--- src/rtl/wb_regfile.sv ---
// wb_regfile: MIPS write-back stage plus 32-entry architectural register file.
//   Selects the write-back value from the MEM/WB latch and commits it.
//   Two combinational read ports (rs/rt) bypass a same-cycle commit.
//   After a halt, the register state is frozen. All registers can then be
//   streamed out over a valid/ready dump port.
// Ports:
//   clk, reset           clock; synchronous active-high reset
//   read_data, addr_mem  load data / ALU result from MEM/WB
//   writeBack_bus        [0] RegWrite, [1] MemtoReg
//   write_reg            destination index
//   halt_flag_wb         halt reached write-back
//   rs/rt_addr/_data     decode read ports
//   wb_data              selected write-back value (forwarding)
//   halted, write_count  status
//   dump_*               register dump stream

module wb_regfile_cell #(
  parameter int W = 32
) (
  input  logic         clk,
  input  logic         reset,
  input  logic         we,
  input  logic [W-1:0] d,
  output logic [W-1:0] q
);
  always_ff @(posedge clk) begin
    if (reset)   q <= '0;
    else if (we) q <= d;
  end
endmodule

module wb_regfile #(
  parameter int len_data   = 32,
  parameter int num_bits   = 5,
  parameter int len_wb_bus = 2
) (
  input  logic                  clk,
  input  logic                  reset,
  input  logic [len_data-1:0]   read_data,
  input  logic [len_data-1:0]   addr_mem,
  input  logic [len_wb_bus-1:0] writeBack_bus,
  input  logic [num_bits-1:0]   write_reg,
  input  logic                  halt_flag_wb,
  input  logic [num_bits-1:0]   rs_addr,
  input  logic [num_bits-1:0]   rt_addr,
  output logic [len_data-1:0]   rs_data,
  output logic [len_data-1:0]   rt_data,
  output logic [len_data-1:0]   wb_data,
  output logic                  halted,
  output logic [len_data-1:0]   write_count,
  input  logic                  dump_req,
  output logic                  dump_valid,
  input  logic                  dump_ready,
  output logic [num_bits-1:0]   dump_index,
  output logic [len_data-1:0]   dump_data,
  output logic                  dump_last,
  output logic                  dump_done
);
  localparam int NUM_REGS = 1 << num_bits;
  localparam logic [num_bits-1:0] IDX_ONE  = 1;
  localparam logic [num_bits-1:0] IDX_LAST = '1;
  localparam logic [len_data-1:0] CNT_ONE  = 1;

  typedef enum logic [1:0] {RUN, HALTED, DUMP, DONE} state_t;
  state_t state;

  logic [NUM_REGS-1:0][len_data-1:0] regs;
  logic reg_write, mem_to_reg, commit;

  assign reg_write  = writeBack_bus[0];
  assign mem_to_reg = writeBack_bus[1];
  assign wb_data    = mem_to_reg ? read_data : addr_mem;

  // A halt arriving in write-back kills its own-cycle write as well.
  assign commit = (state == RUN) && reg_write && !halt_flag_wb &&
                  (write_reg != '0);

  // r0 has no storage; it is hardwired to zero.
  assign regs[0] = '0;

  genvar g;
  generate
    for (g = 1; g < NUM_REGS; g++) begin : g_reg
      wb_regfile_cell #(.W(len_data)) u_cell (
        .clk   (clk),
        .reset (reset),
        .we    (commit && (write_reg == num_bits'(g))),
        .d     (wb_data),
        .q     (regs[g])
      );
    end
  endgenerate

  always_comb begin
    rs_data = regs[rs_addr];
    if (commit && write_reg == rs_addr) rs_data = wb_data;
    if (rs_addr == '0) rs_data = '0;
  end

  always_comb begin
    rt_data = regs[rt_addr];
    if (commit && write_reg == rt_addr) rt_data = wb_data;
    if (rt_addr == '0) rt_data = '0;
  end

  always_ff @(posedge clk) begin
    if (reset)       write_count <= '0;
    else if (commit) write_count <= write_count + CNT_ONE;
  end

  // Dump FSM; status outputs are registered alongside the state.
  always_ff @(posedge clk) begin
    if (reset) begin
      state      <= RUN;
      halted     <= 1'b0;
      dump_valid <= 1'b0;
      dump_done  <= 1'b0;
      dump_index <= '0;
    end else begin
      case (state)
        RUN: begin
          if (halt_flag_wb) begin
            state  <= HALTED;
            halted <= 1'b1;
          end
        end
        HALTED, DONE: begin
          if (dump_req) begin
            state      <= DUMP;
            dump_valid <= 1'b1;
            dump_done  <= 1'b0;
            dump_index <= '0;
          end
        end
        DUMP: begin
          if (dump_ready) begin
            if (dump_index == IDX_LAST) begin
              state      <= DONE;
              dump_valid <= 1'b0;
              dump_done  <= 1'b1;
            end else begin
              dump_index <= dump_index + IDX_ONE;
            end
          end
        end
        default: state <= RUN;
      endcase
    end
  end

  assign dump_data = regs[dump_index];
  assign dump_last = dump_valid && (dump_index == IDX_LAST);
endmodule

--- config.mk ---
export PLATFORM = sky130hd
export DESIGN_NAME = wb_regfile
export DESIGN_NICKNAME = d
export VERILOG_FILES = /design/src/rtl/wb_regfile.sv
export SDC_FILE = /design/constraint.sdc
export NUM_CORES = 2
export LEC_CHECK = 0
export ABC_AREA = 0
export CORE_MARGIN = 5
export CORE_UTILIZATION = 35
export CTS_CLUSTER_DIAMETER = 60
export DETAILED_ROUTE_END_ITERATION = 8
export SLEW_MARGIN = 20
export SYNTH_ARGS = -nofsm -noshare
export SYNTH_HDL_FRONTEND = slang
export SYNTH_SLANG_ARGS = --single-unit
--- constraint.sdc ---
create_clock -name clk -period 10 [get_ports clk]
set_clock_uncertainty 0.15 [all_clocks]
set_input_delay 2 -clock clk [delete_from_list [all_inputs] [get_ports clk]]
set_output_delay 2 -clock clk [all_outputs]
set_load 0.03 [all_outputs]
==> run summary <==
• Sequential Area: 0.0207 mm2
• Synth Net Count: 5,889
• cell with the biggest individual delay on the critical path: clkdlybuf4s50_1
• total congestion overflow: 0
• Final Hold Viols: 0
• wire length per cell: 30.4 um
• type of the setup path with the least slack: in2out
• per-instance average area after synthesis: 10.3 um2
• number of resized instances in the post-cts repair step: 0
• final worst path period share: 85.1%
• area fraction in compound gates after synthesis: 18.4%
• weighted congestion at the end of routability-driven global placement: 0.890
• worst endpoint data arrival time: 6.36 ns
• post-route ant nets: 0
• effective utilization at floorplan: 35.2%
• maximum VDD drop: 0.132 mV
• Synth Area in XOR/XNOR: 0.557%
• uppermost signal routing layer after detailed routing: met5
• met3 wire len: 24,100 um
• power per unit of standard cell area: 143 mW/mm2
• GRT Total Usage: 26.1%
• clock latency of the later-clocked register in the worst-skew pair: 0.72 ns
• CTS Root Buffer Type: clkbuf_16
• final wirelength: 241,000 um
• flip-flop and latch count after synthesis: 1,034
• final sum of negative setup slack: 0 ns
• hold_buf cts: 0
• Max Clk Rate: 117 MHz
• setup repair after global routing missed its margin: false
• wire length on met1: 91,300 um
• total I/O pin count: 255
• most instantiated flip-flop cell in the synthesis netlist: dfxtp_1
• post-detailed-placement cell area: 0.0642 mm2
• Filler cells: 16,000
• CTS max path bufs: 3
• number of global-route vias before repair: 49,400
• share of the yosys chip area belonging to registers: 34.7%
• kind of launch point of the worst setup path: input port
• area of all placed cells without fillers: 0.0683 mm2
• footprint of the multi-input gates: 0.0365 mm2
• CTS sink count: 1,034
• smallest setup slack after layout: 1.49 ns
• maxcap violations: 0
• maximum fanout along the worst path: 54
• CP bufs+invs: 4
• static leakage: 20.3 nW
• minimum period implied by the final worst setup slack: 8.51 ns
• critical path required time: 7.85 ns
• Die Ht: 423 um
• drc violations: 0
• number of setup violations in the final report: 0
• adder and majority gate portion of the synthesized area: 0.0629%
• Synth top area share: 34.7%
• violation count after the first detailed-route iteration: 6,757
• Least-Margin Pin Slew: 1.23 ns
• CTS HTree Levels: 3
• Syn. warnings: 0
• post-CTS setup buffers: 0
• Worst Setup End Kind: primary output
• CTS tree: done
• number of antenna violations at the first check in global routing: 8
• asr flop ratio synth: 0%
• via/cell ratio: 6.49
• netlist area before placement: 0.0597 mm2
• result of the run: finished clean
• cells along the critical path: clkdlybuf4s50_1 -> or4_1 -> o21ai_1 -> buf_4 -> or3_2 -> buf_4 -> nand4_1 -> o21ai_0 -> clkdlybuf4s50_1
• die area: 0.179 mm2
• main combinational cell family by area after synthesis: multiplexers
• simple-gate portion of the synthesized area: 10.4%
• Core Footprint: 0.169 mm2
• Tightest Hold Check Type: reg2reg
• post-synthesis cell count: 5,800
• mux cell area share after synthesis: 30.6%
• wire length of the first global-routing pass: 351,000 um
• delay of the slowest critical-path stage: 0.77 ns
• Top delay family on crit path: buffers and inverters
• DP Worst Slack: 1.66 ns
• die width: 423 um
• number of vias in the routed layout: 51,500
• number of unique standard cell types used by synthesis: 61
• # nets final: 5,708
• floorplan row count: 151
• EDFF count, synth: 0
• largest area contributor in the synthesized netlist: dfxtp_1
• drt pass-1 iters: 6
• Slew headroom: 17.8%
• total CTS buffers: 112
• total met2 wirelength after detailed routing: 108,000 um
• Synth-to-Final Area Change: 14.5%
• share of layout cells above drive strength 1: 22.9%
• IO Port Bufs: 254
• post-detail-place hpwl: 144,000 um
• count of final max-slew check failures: 0
• register clock-pin slew on the reported worst setup and hold paths: 0.07 ns
• largest net degree at the start of global routing: 190
• dominant cells by area after synthesis: dfxtp_1, mux4_2, a211oi_1
==> per-layer routing <==
| layer | vias up | GRT usage (%) |
|---|---|---|
| met5 | - | 0 |
| met4 | 8 | 16.7 |
| met3 | 712 | 5.01 |
| met2 | 3112 | 40.5 |
| met1 | 25600 | 33.4 |
| li1 | 22000 | - |
==> cells by family (layout without fill, tap and decap cells) <==
family          Yosys count  after routing
other cells               0              3
buf+inv                 788            703
simple gates           1505           1505
compound gates         1483           1483
mux                     949            949
flops                  1034           1034
xor+xnor                 38             38
fa+ha+maj                 3              3
==> path summary, 6_finish.rpt <==
| kind | start | to | slack, ns | depth (start not counted) |
|---|---|---|---|---|
| setup / recovery | write_reg[2] | rs_data[17] | 1.49 | 9 |
| hold / removal | halted | halted | 0.34 | 2 |
| setup reg to reg | state[0] | g_reg[9].u_cell.q[3] | 5.72 | 6 |
| hold reg to reg | halted | halted | 0.34 | 2 |
==> placed cells by master (no fill, tap or decap), types with 109 or more instances in the layout <==
cell,Yosys,layout
nor2_1,1116,1098
dfxtp_1,1034,1029
a211oi_1,956,956
mux4_2,691,691
clkdlybuf4s50_1,0,242
nand2_1,181,181
buf_4,4,144
mux2i_1,146,114
clkbuf_16,0,114
mux2_2,112,112
o21ai_0,113,109
==> where the power goes <==
group / switching, W / internal, W / total (W)
clock network: 0.00190 / 0.00262 / 0.00452
registers: 0.0000269 / 0.00414 / 0.00417
logic: 0.000727 / 0.000341 / 0.00107
==> stage by stage <==
step,total power [W],hold slack [ns],util (%),std cells
4_1_cts,0.00975,0.338,40.2,7926
5_1_grt,0.00998,0.384,40.3,7933
6_report,0.00976,0.343,40.3,7936
3_5_place_dp,0.00529,0.318,37.9,7716
2_1_floorplan,0.00486,0.343,-,5800
3_3_place_gp,0.00529,0.307,37.8,7712
==> flip-flops by register name (all words and copies together), names as in the netlist <==
signal,cells
dump_valid,1
halted,1
dump_done,1
dump_index,5
g.u_cell.q,992
state,2
write_count,32
==> cell usage after synthesis (6+ instances only) <==
| library cell | number |
|---|---|
| buf_2 | 96 |
| nor3_1 | 35 |
| and4_1 | 6 |
| xor2_1 | 9 |
| xnor2_1 | 29 |
| a211oi_1 | 956 |
| a21oi_1 | 86 |
| mux4_2 | 691 |
| a22oi_1 | 52 |
| mux2i_1 | 146 |
| mux2_2 | 112 |
| a32oi_1 | 14 |
| nand2b_1 | 15 |
| nor2_4 | 6 |
| a221oi_1 | 95 |
| o22a_1 | 13 |
| a221o_1 | 8 |
| nor2_1 | 1116 |
| buf_1 | 74 |
| a31oi_1 | 6 |
| nand2_1 | 181 |
| nand4_1 | 20 |
| clkbuf_1 | 535 |
| or3_1 | 7 |
| dfxtp_1 | 1034 |
| nor4_1 | 6 |
| o21ai_0 | 113 |
| nand3_1 | 49 |
| and2_1 | 7 |
| o2111ai_1 | 16 |
| a211oi_2 | 38 |
| a2111oi_0 | 22 |
| o22ai_1 | 45 |
| and3_1 | 10 |
| nor2b_1 | 19 |
| inv_1 | 75 |
==> worst register-to-register path, cell delays in order (launching register included) <==
cell      delay (ns)
dfxtp_1         0.41
or4b_1          0.90
or3_1           0.66
nor2_4          0.96
buf_4           0.73
nor2_1          0.15
a211oi_1        0.23
==> final cells by class <==
| class | count | area share [%] |
|---|---|---|
| diodes | 3 | 0.0110 |
| clock buffers | 149 | 4.63 |
| clock inverters | 61 | 1.16 |
| inverters | 76 | 0.417 |
| multi-input cells | 3978 | 53.4 |
| flip-flops and latches | 1034 | 30.3 |
| well taps | 2218 | 4.06 |
| repair buffers | 417 | 5.99 |
No activity file was read; power rests on OpenSTA's default activity.
